==> src/rtl/pipe_channel_mux.sv <==
// Multi-channel packetiser: per-channel FIFOs, round-robin arbitration and
// header + burst framing onto one valid/ready stream for the host pipe-out FIFO.
module pipe_channel_mux #(
    parameter int CHANNELS   = 4,
    parameter int DATA_WIDTH = 16,
    parameter int ADDR_WIDTH = 4,
    parameter int MAX_BURST  = 8
) (
    input  logic                             sys_clk,
    input  logic                             sys_rst,
    input  logic [CHANNELS-1:0]              ch_enable,
    input  logic [CHANNELS-1:0]              ch_tx_valid,
    output logic [CHANNELS-1:0]              ch_tx_ready,
    input  logic [CHANNELS*DATA_WIDTH-1:0]   ch_tx,
    output logic [CHANNELS*(ADDR_WIDTH+1)-1:0] ch_count,
    output logic                             sys_tx_valid,
    input  logic                             sys_tx_ready,
    output logic [DATA_WIDTH-1:0]            sys_tx
);

    localparam int CW    = (CHANNELS > 1) ? $clog2(CHANNELS) : 1;
    localparam int DEPTH = 1 << ADDR_WIDTH;
    localparam int CNTW  = ADDR_WIDTH + 1;

    typedef enum logic [1:0] {
        S_IDLE   = 2'd0,
        S_HEADER = 2'd1,
        S_DATA   = 2'd2
    } state_t;

    state_t                         state_q, state_d;
    logic [CW-1:0]                  chan_q, chan_d;
    logic [CW-1:0]                  last_grant_q, last_grant_d;
    logic [7:0]                     len_q, len_d;
    logic [7:0]                     rem_q, rem_d;
    logic [CW-1:0]                  grant_s;
    logic                           grant_found_s;
    logic [CNTW-1:0]                grant_cnt_s;
    logic [CHANNELS-1:0]            push_s, pop_s, full_s, elig_s;
    logic [CHANNELS*DATA_WIDTH-1:0] head_s;
    logic [CHANNELS*CNTW-1:0]       count_flat_s;

    // Index of the channel 'offset' positions after 'base', wrapping at CHANNELS.
    function automatic logic [CW-1:0] rr_next(input logic [CW-1:0] base, input int offset);
        logic [CW:0] sum;
        sum = {1'b0, base} + (CW+1)'(offset);
        if (sum >= (CW+1)'(CHANNELS)) begin
            sum = sum - (CW+1)'(CHANNELS);
        end else begin
            sum = sum;
        end
        return sum[CW-1:0];
    endfunction

    genvar g;
    generate
        for (g = 0; g < CHANNELS; g++) begin : g_fifo
            logic [DATA_WIDTH-1:0] mem_q [DEPTH];
            logic [ADDR_WIDTH-1:0] wr_ptr_q;
            logic [ADDR_WIDTH-1:0] rd_ptr_q;
            logic [CNTW-1:0]       count_q;

            assign full_s[g]      = (count_q == CNTW'(DEPTH));
            assign ch_tx_ready[g] = ~full_s[g] & ~sys_rst;
            assign push_s[g]      = ch_tx_valid[g] & ch_tx_ready[g];
            // Only the active burst drains its own channel, so pop never underflows.
            assign pop_s[g]       = (state_q == S_DATA) & sys_tx_ready & (chan_q == CW'(g));
            assign elig_s[g]      = (count_q != {CNTW{1'b0}}) & ch_enable[g];
            assign head_s[g*DATA_WIDTH +: DATA_WIDTH] = mem_q[rd_ptr_q];
            assign count_flat_s[g*CNTW +: CNTW]       = count_q;

            // FIFO storage write port; contents need no reset.
            always_ff @(posedge sys_clk) begin
                if (push_s[g]) begin
                    mem_q[wr_ptr_q] <= ch_tx[g*DATA_WIDTH +: DATA_WIDTH];
                end
            end

            // FIFO pointers and occupancy.
            always_ff @(posedge sys_clk) begin
                if (sys_rst) begin
                    wr_ptr_q <= {ADDR_WIDTH{1'b0}};
                    rd_ptr_q <= {ADDR_WIDTH{1'b0}};
                    count_q  <= {CNTW{1'b0}};
                end else begin
                    if (push_s[g]) begin
                        wr_ptr_q <= wr_ptr_q + {{(ADDR_WIDTH-1){1'b0}}, 1'b1};
                    end
                    if (pop_s[g]) begin
                        rd_ptr_q <= rd_ptr_q + {{(ADDR_WIDTH-1){1'b0}}, 1'b1};
                    end
                    count_q <= count_q + CNTW'(push_s[g]) - CNTW'(pop_s[g]);
                end
            end
        end
    endgenerate

    assign ch_count    = count_flat_s;
    assign grant_cnt_s = count_flat_s[grant_s*CNTW +: CNTW];

    // Round-robin search starting just after the last granted channel.
    always_comb begin
        grant_found_s = 1'b0;
        grant_s       = {CW{1'b0}};
        for (int k = 1; k <= CHANNELS; k++) begin
            if (!grant_found_s && elig_s[rr_next(last_grant_q, k)]) begin
                grant_found_s = 1'b1;
                grant_s       = rr_next(last_grant_q, k);
            end else begin
                grant_found_s = grant_found_s;
            end
        end
    end

    // Packet FSM state and burst bookkeeping registers.
    always_ff @(posedge sys_clk) begin
        if (sys_rst) begin
            state_q      <= S_IDLE;
            chan_q       <= {CW{1'b0}};
            last_grant_q <= CW'(CHANNELS - 1);
            len_q        <= 8'd0;
            rem_q        <= 8'd0;
        end else begin
            state_q      <= state_d;
            chan_q       <= chan_d;
            last_grant_q <= last_grant_d;
            len_q        <= len_d;
            rem_q        <= rem_d;
        end
    end

    // Packet FSM next-state logic.
    always_comb begin
        state_d      = state_q;
        chan_d       = chan_q;
        last_grant_d = last_grant_q;
        len_d        = len_q;
        rem_d        = rem_q;
        case (state_q)
            S_IDLE: begin
                if (grant_found_s) begin
                    chan_d       = grant_s;
                    last_grant_d = grant_s;
                    state_d      = S_HEADER;
                    if (grant_cnt_s >= CNTW'(MAX_BURST)) begin
                        len_d = 8'(MAX_BURST);
                    end else begin
                        len_d = 8'(grant_cnt_s);
                    end
                end else begin
                    state_d = S_IDLE;
                end
            end
            S_HEADER: begin
                if (sys_tx_ready) begin
                    rem_d   = len_q;
                    state_d = S_DATA;
                end else begin
                    state_d = S_HEADER;
                end
            end
            S_DATA: begin
                if (sys_tx_ready) begin
                    rem_d = rem_q - 8'd1;
                    if (rem_q == 8'd1) begin
                        state_d = S_IDLE;
                    end else begin
                        state_d = S_DATA;
                    end
                end else begin
                    state_d = S_DATA;
                end
            end
            default: begin
                state_d = S_IDLE;
            end
        endcase
    end

    // Output word: header carries channel in the top byte and burst length below.
    always_comb begin
        sys_tx_valid = 1'b0;
        sys_tx       = {DATA_WIDTH{1'b0}};
        case (state_q)
            S_HEADER: begin
                sys_tx_valid = 1'b1;
                sys_tx       = {8'(chan_q), (DATA_WIDTH-8)'(len_q)};
            end
            S_DATA: begin
                sys_tx_valid = 1'b1;
                sys_tx       = head_s[chan_q*DATA_WIDTH +: DATA_WIDTH];
            end
            default: begin
                sys_tx_valid = 1'b0;
                sys_tx       = {DATA_WIDTH{1'b0}};
            end
        endcase
    end

endmodule

==> config.mk <==
export PLATFORM = sky130hd
export DESIGN_NAME = pipe_channel_mux
export DESIGN_NICKNAME = d
export VERILOG_FILES = /design/src/rtl/pipe_channel_mux.sv
export SDC_FILE = /design/constraint.sdc
export NUM_CORES = 1
export LEC_CHECK = 0
export BUFFER_PORTS_ARGS = -buffer_cell sky130_fd_sc_hd__buf_2
export CELL_PAD_IN_SITES_DETAIL_PLACEMENT = 1
export CELL_PAD_IN_SITES_GLOBAL_PLACEMENT = 2
export CORE_MARGIN = 1.5
export CORE_UTILIZATION = 45
export CTS_CLUSTER_SIZE = 30
export DETAILED_ROUTE_END_ITERATION = 10
export GPL_TIMING_DRIVEN = 0
export PLACE_DENSITY_LB_ADDON = 0.12
export SLEW_MARGIN = 20
export SYNTH_ARGS = -nofsm -noshare
export SYNTH_HDL_FRONTEND = slang
export SYNTH_SLANG_ARGS = --single-unit
==> constraint.sdc <==
create_clock -name sys_clk -period 4.2 [get_ports sys_clk]
set_input_delay 0 -clock sys_clk [delete_from_list [all_inputs] [get_ports sys_clk]]
set_output_delay 0 -clock sys_clk [all_outputs]
set_load 0.05 [all_outputs]
==> After elaboration in Yosys (flattened, before gate mapping) <==
Memory sizes are Yosys's and may differ from the RTL's. A register that Yosys moved wholly into a read port is not among the register bits.
Cells that the tools add are included.
{ "classes": {"reduce_logical": 16, "bitwise": 22, "shift": 2, "n_addsub": 25, "mux": 47, "mul": 1, "magnitude_cmp": 9, "n_eq_ne": 12} }
{ "ops": {"columns": ["operator", "n"], "rows": [
  ["indexed part select 64 x 7 -> 16 bit", 1],
  ["adder 4 x 1 -> 4 bit, second input constant", 8],
  ["two-way mux 4 bit", 8],
  ["one-hot mux 16 bit (2 select lines)", 1],
  ["two-way mux 2 bit", 11],
  ["adder 5 x 1 -> 5 bit", 4],
  ["equality test 5 bit, second input constant", 4],
  ["nonzero test 5 bit", 4],
  ["indexed part select 20 x 6 -> 5 bit", 1],
  ["subtractor 5 x 1 -> 5 bit", 4],
  ["two-way mux 1 bit", 18],
  ["AND 1 bit", 17],
  ["two-way mux 8 bit", 2],
  ["one-hot mux 8 bit (2 select lines)", 1],
  [">= comparator 3 bit, second input constant", 4],
  ["less-than comparator 2 x 3 -> 1 bit, second input constant", 4],
  ["binary-select mux 1 bit (select 2 bit)", 4],
  ["equality test 8 x 1 -> 1 bit, second input constant", 1],
  ["subtractor 2 x 1 -> 2 bit, second input constant", 4],
  ["subtractor 8 x 1 -> 8 bit, second input constant", 1],
  ["adder 2 x 2 -> 3 bit, second input constant", 2],
  ["equality test 2 bit, second input constant", 3],
  ["one-hot mux 2 bit (3 select lines)", 1],
  [">= comparator 5 x 4 -> 1 bit, second input constant", 1],
  ["14 further kinds", 25]
]} }
{ "word_totals": {"reg_bits": 74, "inputBits": 75, "mem_bits_rw": 1024, "output_inout_bits": 41, "elab_cells": 155, "mem_count": 4} }
{ "mem_list": {"columns": ["memory", "depth", "width", "read_ports", "rd_ports_with_merged_regs", "wr", "line", "text"], "rows": [
  ["g_fifo[0].mem_q", 16, 16, 1, 1, 1, "58", "logic [DATA_WIDTH-1:0] mem_q [DEPTH];"],
  ["g_fifo[1].mem_q", 16, 16, 1, 1, 1, "58", null],
  ["g_fifo[2].mem_q", 16, 16, 1, 1, 1, "58", null],
  ["g_fifo[3].mem_q", 16, 16, 1, 1, 1, "58", null]
]} }

==> Longest topological paths before layout <==
Gate-level depths: netlist of run 1.
{ "logic_depth": {"word_depth": 19, "ltp_mapped": 15, "ltp_nobuf": 14} }

==> Least setup slack after synthesis of run 1 <==
OpenSTA, ideal clock, no wires.
{ "synth_path": {"kind": "register to register", "startpoint": "reg g_fifo[2].count_q[2]", "endpoint": "mem g_fifo[2].mem_q[3][0], enable pin", "required_ps": 3791, "setup_time_ps": 409, "arrival_ps": 3744, "stages_incl_launch_ff": 8, "n_path_buf": 1, "period_less_slack_ps": 4153, "path_slack_ps": 47, "cell_sequence": "dfxtp_1 -> inv_1 -> ha_1 -> a41oi_1 -> and2_1 -> clkbuf_1 -> nand2_1 -> nor3_1"} }
{ "synth_between": {"elab_chain_len": 6} }
{ "synth_lines": {"columns": ["element", "line", "text"], "rows": [
  ["start, declared", "61", "logic [CNTW-1:0] count_q;"],
  ["start signal, assigned", "84", "count_q <= {CNTW{1'b0}};"],
  ["start signal, assigned", "92", "count_q <= count_q + CNTW'(push_s[g]) - CNTW'(pop_s[g]);"],
  ["equality test 5 bit", "63", "assign full_s[g] = (count_q == CNTW'(DEPTH));"],
  ["inverter 1 bit", "64", "assign ch_tx_ready[g] = ~full_s[g] & ~sys_rst;"],
  ["AND 1 bit", "64", null],
  ["via ch_tx_ready[2]", "13", "output logic [CHANNELS-1:0] ch_tx_ready,"],
  ["AND 1 bit", "65", "assign push_s[g] = ch_tx_valid[g] & ch_tx_ready[g];"],
  ["via push_s[2]", "39", "logic [CHANNELS-1:0] push_s, pop_s, full_s, elig_s;"],
  ["two-way mux 1 bit", "74", "if (push_s[g]) begin"],
  ["two-way mux 1 bit (implied by the code)", "75", "mem_q[wr_ptr_q] <= ch_tx[g*DATA_WIDTH +: DATA_WIDTH];"],
  ["end, declared", "58", null]
]} }
The timed path passes the listed nets, and every way through them passes these cells.

==> results.rst, run 1 <==
.. list-table::
   :header-rows: 1

   * - Metric
     - Value
   * - Number of placement rows
     - 113
   * - I/O pin count
     - 116
   * - Final worst path period share
     - 96.9%
   * - Vias per inst
     - 5.72
   * - CTS Root Buffer Type
     - sky130_fd_sc_hd__clkbuf_16
   * - Global-route wire length before repair
     - 159 mm
   * - Least setup slack across all paths after layout
     - 0.130 ns
   * - Largest clock skew in the final design
     - 0.0218 ns
   * - Async set-reset flop share out of synthesis
     - 0%
   * - Die area
     - 98700 um2
   * - Relative area change from synthesis to final layout
     - 16.7%
   * - Final Net Count
     - 2505
   * - 1st-pass router iterations
     - 6
   * - Clock buffer depth
     - 3
   * - Top_reg_cell synth
     - sky130_fd_sc_hd__edfxtp_1
   * - Top cells by count, synth
     - sky130_fd_sc_hd__edfxtp_1, sky130_fd_sc_hd__mux4_2, sky130_fd_sc_hd__nor2_1, sky130_fd_sc_hd__dfxtp_1, sky130_fd_sc_hd__clkbuf_1
   * - Yosys Warn Count
     - 0
   * - Via count of the first global-routing pass
     - 22600
   * - Initial DRC Count
     - 1879
   * - Required time at the endpoint of the critical path
     - 4.20 ns
   * - Effective utilization at floorplan
     - 45.7%
   * - Adder-cell share of the synthesized area
     - 1.62%
   * - Post-synth EDFFs
     - 1024
   * - Most area-hungry cell type in the Yosys netlist
     - sky130_fd_sc_hd__edfxtp_1
   * - Highest fanout seen on the critical path
     - 10
   * - Maximum number of pins on one net before global-route repair
     - 20
   * - Max-slew headroom at the worst pin
     - 35.0%
   * - Most instantiated library cell after synthesis
     - sky130_fd_sc_hd__edfxtp_1
   * - Height of the die
     - 314 um
   * - Startpoint type of the worst setup path
     - flop
   * - Clk pin slew, worst setup/hold paths
     - 0.06 ns
   * - Post-Synthesis Net Count
     - 2168
   * - Xor/xnor cell area share of the yosys netlist
     - 0.824%
   * - Number of hold violations in the final report
     - 0
   * - Cell Count Post-Placement
     - 3456
   * - Achievable frequency
     - 246 MHz
   * - GR Overflow Total
     - 0
   * - Compound-cell area share of the yosys netlist
     - 1.22%
   * - Worst Hold Class
     - in -> reg
   * - Worst setup timing slack at the placement stage
     - 0.172 ns
   * - H-tree levels
     - 3
   * - Critical path endpoint category
     - primary output
   * - Weighted congestion reported at the end of routability-driven placement
     - 0.795
   * - Number of unique standard cell types used by synthesis
     - 54
   * - Clock latency reported for the late side of the worst-skew pair
     - 0.70 ns
   * - Syn Std Cell Area
     - 43600 um2
   * - Number of antenna violations at the first check in global routing
     - 10
   * - Unrepaired setup endpoints after global routing
     - no
   * - Placeable core region
     - 95400 um2
   * - Final core occ
     - 53.3%
   * - Gate count of the mapped netlist
     - 2039
   * - Number of maximum-capacitance constraint violations
     - 0
   * - Accumulated negative setup slack
     - 0 ns
   * - Part of the Yosys area used for sequential elements
     - 74.6%
   * - CTS tree
     - yes
   * - Number of remaining DRC errors
     - 0
   * - Proportion of layout cells with a drive suffix above 1
     - 31.2%
   * - Simple-gate portion of the synthesized area
     - 2.64%
   * - Total power per unit cell area
     - 490 nW/um2
   * - Slew at the pin closest to its max-slew limit
     - 0.975 ns
   * - Global-route usage over all layers
     - 22.6%
   * - Leading post-synthesis cells by cell area
     - sky130_fd_sc_hd__edfxtp_1, sky130_fd_sc_hd__mux4_2, sky130_fd_sc_hd__dfxtp_1, sky130_fd_sc_hd__ha_1, sky130_fd_sc_hd__nor2_1
   * - DPL Wire Length
     - 70.0 mm
   * - Routed Wire Length
     - 109 mm
   * - Non-Filler Instances
     - 3743
   * - CTS sink cnt
     - 1111
   * - Multiplexer area fraction after synthesis
     - 17.5%
   * - VDD IR-drop max
     - 0.332 mV
   * - Run status
     - finished, final reports clean
   * - Final count of pins violating max slew
     - 0
   * - Count of buffers from port buffering
     - 114
   * - Critical path class
     - reg -> out
   * - Residual antenna-violating net count after detailed routing
     - 0
   * - Number of fillers in the final layout
     - 8369
   * - Hold Path Stages
     - 5
   * - Largest family of logic cells by synthesized area
     - multiplexers
   * - Synthesized area per cell
     - 21.4 um2
   * - Crit path DAT
     - 4.07 ns
   * - Die width
     - 314 um
   * - Worst Reg2Reg Path Length in Cells
     - 9
   * - TritonCTS Buffers
     - 114
   * - Leakage dissipation
     - 0.0160 uW
   * - Vias after detailed routing
     - 21400
   * - Register bit count reported by yosys
     - 1111
   * - Detail-routed net length per standard cell
     - 29.2 um
   * - Area share of the leading cell type in the synthesized netlist
     - 70.6%
   * - Fin crit period
     - 4.07 ns
   * - Total of endpoints with negative setup slack in the final report
     - 0
==> cells by family after synthesis <==
| family | after synthesis |
|---|---|
| flip-flops | 1111 |
| multiplexers | 352 |
| AND/OR/NAND/NOR | 249 |
| buffers and inverters | 150 |
| AO/OA/AOI/OAI | 82 |
| adder cells (fa/ha/maj) | 54 |
| XOR/XNOR | 41 |
==> per-stage QoR <==
| step | total power, uW | hold WS [ns] | area (um2) |
|---|---|---|---|
| 2_1_floorplan | 14400 | 0.0989 | 43600 |
| 5_1_grt | 25700 | 0.133 | 50800 |
| 6_report | 24900 | 0.0847 | 50800 |
| 4_1_cts | 25100 | 0.0470 | 50800 |
| 3_5_place_dp | 15400 | 0.384 | 46500 |
| 3_3_place_gp | 15300 | 0.357 | 45700 |
==> final timing paths <==
path,from,to,slack (ns)
worst max-delay path,flop,sys_tx[4],0.13
worst min-delay path,ch_tx_valid[3],g_fifo[3].wr_ptr_q[1]$_SDFFE_PP0P_,0.08
worst max register to register,g_fifo[1].count_q[2]$_SDFF_PP0_,g_fifo[1].mem_q[3][12]$_DFFE_PP_,0.48
worst min register to register,rem_q[1]$_SDFFE_PP0P_,rem_q[1]$_SDFFE_PP0P_,0.48
==> routing by layer <==
layer | GRT usage, % | vias up | wire length (um)
met2 | 35.5 | 555 | 51800
met5 | 0 | - | 0
met1 | 33.5 | 11600 | 49700
met3 | 3.47 | 125 | 5700
met4 | 5.57 | 0 | 2010
li1 | - | 9099 | -
==> state kept, by name, indices dropped and copies added, names as in the netlist, named ones only <==
| register | count |
|---|---|
| chan_q | 2 |
| g_fifo.count_q | 20 |
| g_fifo.mem_q | 1024 |
| g_fifo.rd_ptr_q | 16 |
| g_fifo.wr_ptr_q | 16 |
| last_grant_q | 2 |
| len_q | 5 |
| rem_q | 8 |
| state_q | 2 |
==> placed cells by master, fill, tap and decap left out, drive strengths merged, types with 48 or more instances in the layout <==
cell         netlist  layout
buf               50     199
dfxtp             87      87
mux4             329     329
inv               46      48
clkinv             0      58
ha                50      50
nor2             120     120
clkbuf            54     203
edfxtp          1024    1024
dlygate4sd3        0      70
==> power by group <==
| part | switching (uW) | leakage [uW] | internal (uW) |
|---|---|---|---|
| sequential | 175 | 0.00993 | 12300 |
| clock | 4200 | 0.00174 | 5440 |
| combinational | 1730 | 0.00428 | 1030 |
==> repair_timing <==
action	4_1_cts	5_1_grt
hold buffers	70	0
buffers inserted	0	0
hold endpoints to repair	1040	0
endpoints found under the setup margin	7	2
gates resized for setup	25	5
==> critical path, cell delays in order (launching register included) <==
cell and delay (ns):
sky130_fd_sc_hd__dfxtp_1 0.30, sky130_fd_sc_hd__buf_2 0.29, sky130_fd_sc_hd__clkbuf_2 0.37, sky130_fd_sc_hd__buf_2 0.35, sky130_fd_sc_hd__mux4_2 0.36, sky130_fd_sc_hd__mux4_2 0.55, sky130_fd_sc_hd__mux2i_1 0.36, sky130_fd_sc_hd__nor2_1 0.08
sky130_fd_sc_hd__a21oi_1 0.16, sky130_fd_sc_hd__o21ai_1 0.24, sky130_fd_sc_hd__buf_2 0.30
==> cell type report <==
cell class	count	area [um2]	area share [%]
timing repair buffer	222	1630	3.21
tap	1265	1580	3.11
clock buffer	147	3070	6.04
sequential	1111	32500	63.9
multi-input combinational	778	10800	21.3
inverter	46	173	0.340
antenna	3	7.51	0.0148
buffer	103	556	1.09
clock inverter	68	482	0.947
Power figures use the tool's default switching activity.
==> run 2, diff against run 1 <==
--- a/config.mk
+++ b/config.mk
@@ -9,7 +9,7 @@
 export CELL_PAD_IN_SITES_DETAIL_PLACEMENT = 1
 export CELL_PAD_IN_SITES_GLOBAL_PLACEMENT = 2
 export CORE_MARGIN = 1.5
-export CORE_UTILIZATION = 45
+export CORE_UTILIZATION = 50
 export CTS_CLUSTER_SIZE = 30
 export DETAILED_ROUTE_END_ITERATION = 10
 export GPL_TIMING_DRIVEN = 0
==> run 2 against run 1 <==
- clock skew is 0.010 ns higher
- setup slack worse by 0.0055 ns
- count of clock-buffer cells in the layout is 14 lower
- wire length is 2.3% lower
- highest routed layer is now met5
- hold slack better by 0.043 ns
==> results.rst, run 2 (synthesized netlist as in run 1, its figures left out) <==
.. list-table::
   :header-rows: 1

   * - Metric
     - Value
   * - VDD IR-drop max
     - 0.352 mV
   * - Critical Path Max Stage Delay
     - 0.76 ns
   * - Top library cells by usage in the layout, fill and taps aside
     - sky130_fd_sc_hd__edfxtp_1, sky130_fd_sc_hd__mux4_2, sky130_fd_sc_hd__buf_2
   * - Maximum number of pins on one net before global-route repair
     - 20
   * - Global-route usage over all layers
     - 24.5%
   * - Max-slew headroom at the worst pin
     - 24.5%
   * - Largest registers
     - g_fifo.mem_q (1024), g_fifo.count_q (20)
   * - Vias after detailed routing
     - 21400
   * - Required time at the endpoint of the critical path
     - 4.20 ns
   * - Cell Count Post-Placement
     - 3347
   * - Non-Filler Instances
     - 3625
   * - Number of antenna violations at the first check in global routing
     - 5
   * - Accumulated negative setup slack
     - 0 ns
   * - Vias per inst
     - 5.91
   * - Met2 Use GR
     - 39.0%
   * - Number of flip-flops under the largest register name
     - 1024
   * - DPL Wire Length
     - 68.8 mm
   * - CTS tree
     - yes
   * - Final count of pins violating max slew
     - 0
   * - Via count of the first global-routing pass
     - 23000
   * - Setup fix buffers added after clock tree synthesis
     - 0
   * - Commonest non-fill, non-tap cell in the layout
     - sky130_fd_sc_hd__edfxtp_1
   * - Worst reg2reg endpoint
     - g_fifo[2].count_q[4]$_SDFF_PP0_
   * - Peak-usage layer in the global routing report
     - met2
   * - Worst hold-check slack
     - 0.128 ns
   * - Effective utilization at floorplan
     - 50.3%
   * - Largest clock skew in the final design
     - 0.0318 ns
   * - Proportion of layout cells with a drive suffix above 1
     - 31.0%
   * - Total power per unit cell area
     - 495 nW/um2
   * - Register name with the most flops
     - g_fifo.mem_q
   * - Fin crit period
     - 4.08 ns
   * - Clock buffer depth
     - 3
   * - TritonCTS Buffers
     - 112
   * - Final Net Count
     - 2503
   * - Die area
     - 88900 um2
   * - Number of remaining DRC errors
     - 0
   * - R2r startpoint
     - state_q[0]$_SDFF_PP0_
   * - Hold Path Stages
     - 5
   * - Clk pin slew, worst setup/hold paths
     - 0.06 ns
   * - Worst Reg2Reg Path Length in Cells
     - 15
   * - Highest fanout seen on the critical path
     - 10
   * - Residual antenna-violating net count after detailed routing
     - 0
   * - Leakage dissipation
     - 0.0160 uW
   * - GR Overflow Total
     - 0
   * - WP buf/inv
     - 3
   * - Height of the die
     - 298 um
   * - Die width
     - 298 um
   * - CTS Root Buffer Type
     - sky130_fd_sc_hd__clkbuf_16
   * - 1st-pass router iterations
     - 7
   * - Largest delay share family, worst path
     - multiplexers
   * - Design Power
     - 25100 uW
   * - Met1 GRT Util
     - 35.9%
   * - Initial DRC Count
     - 1980
   * - Worst Hold Class
     - in -> reg
   * - Count of buffers from port buffering
     - 114
   * - Clock latency reported for the late side of the worst-skew pair
     - 0.70 ns
   * - Number of maximum-capacitance constraint violations
     - 0
   * - Total of endpoints with negative setup slack in the final report
     - 0
   * - Final worst path period share
     - 97.0%
   * - Achievable frequency
     - 245 MHz
   * - Placeable core region
     - 86600 um2
   * - Global-route wire length before repair
     - 157 mm
   * - I/O pin count
     - 116
   * - Startpoint type of the worst setup path
     - flop
   * - Cells along the critical path
     - buf_2 -> clkbuf_1 -> mux4_2 -> mux4_2 -> mux4_2 -> nor2b_1 -> buf_2
   * - H-tree levels
     - 3
   * - Reg2reg setup slack
     - 0.38 ns
   * - Number of hold violations in the final report
     - 0
   * - Run status
     - finished, final reports clean
   * - Number of placement rows
     - 108
   * - CTS sink cnt
     - 1111
   * - Worst-path cell with the longest stage delay
     - sky130_fd_sc_hd__clkbuf_1
   * - Crit path DAT
     - 4.08 ns
   * - Most frequent cell on the critical path
     - sky130_fd_sc_hd__mux4_2
   * - Critical path class
     - reg -> out
   * - Critical path endpoint category
     - primary output
   * - Number of fillers in the final layout
     - 7315
   * - Detail-routed net length per standard cell
     - 29.4 um
   * - M3 GR Usage
     - 3.71%
   * - HP Start
     - ch_tx_valid[1]
   * - Relative area change from synthesis to final layout
     - 16.5%
   * - Weighted congestion reported at the end of routability-driven placement
     - 0.801
   * - Unrepaired setup endpoints after global routing
     - no
   * - Routed Wire Length
     - 107 mm
   * - Slew at the pin closest to its max-slew limit
     - 1.13 ns
   * - Worst hold path endpoint
     - g_fifo[1].wr_ptr_q[1]$_SDFFE_PP0P_
[run 2: power by group]
group | leakage [uW] | internal [uW] | switching [uW]
clock | 0.00175 | 5660 | 4190
sequential | 0.00993 | 12300 | 184
combinational | 0.00429 | 1030 | 1710
total | 0.0160 | 19000 | 6090
[run 2: through the flow]
step | setup WS, ns | area [um2] | utilization, %
detailed placement | 0.229 | 46400 | 53.6
global route | 0.00242 | 50800 | 58.6
floorplan | 0.0469 | 43600 | -
CTS | 0.00174 | 50700 | 58.6
global placement | -1.22 | 45600 | 52.6
finish | 0.125 | 50800 | 58.6
[run 2: worst register-to-register path, delay by kind of cell (launching register included)]
| family | cells | cell delay (ns) |
|---|---|---|
| adders and majority gates | 4 | 1.12 |
| AOI/OAI and AO/OA | 2 | 0.13 |
| and+or+nand+nor | 4 | 1.46 |
| buffers and inverters | 5 | 0.66 |
| DFF | 1 | 0.33 |
[run 2: how the worst max path moves through the flow]
stage / start / endpoint / depth (start not counted)
2_1_floorplan: g_fifo[2].count_q[2]$_SDFF_PP0_ / g_fifo[2].mem_q[3][0]$_DFFE_PP_ / 7
4_1_cts: flop / sys_tx[3] / 8
6_report: flop / sys_tx[10] / 7
3_5_place_dp: flop / sys_tx[4] / 10
3_3_place_gp: g_fifo[1].count_q[3]$_SDFF_PP0_ / g_fifo[1].mem_q[3][10]$_DFFE_PP_ / 7
5_1_grt: flop / sys_tx[3] / 8
[run 2: layout make-up]
| type | count | area (um2) | share of cell area (%) |
|---|---|---|---|
| Clock buffer | 133 | 2940 | 5.80 |
| Multi-Input combinational cell | 778 | 10800 | 21.3 |
| Inverter | 46 | 173 | 0.340 |
| Antenna cell | 3 | 7.51 | 0.0148 |
| Timing Repair Buffer | 223 | 1650 | 3.25 |
| Tap cell | 1155 | 1450 | 2.85 |
| Sequential cell | 1111 | 32500 | 64.0 |
| Clock inverter | 74 | 674 | 1.33 |
| Buffer | 102 | 556 | 1.09 |
[run 2: timing repair]
item,4_1_cts,5_1_grt
hold endpoints to repair,1038,0
hold buffers,70,0
gates resized for setup,22,8
endpoints found under the setup margin,7,3
[run 2: layer usage]
metal	wire length (um)	share of wire (%)	up-vias
met5	13	0.012	-
met4	1990	1.9	2
met3	5970	5.6	145
met2	51600	48	642
met1	47100	44	11500
li1	-	-	9083
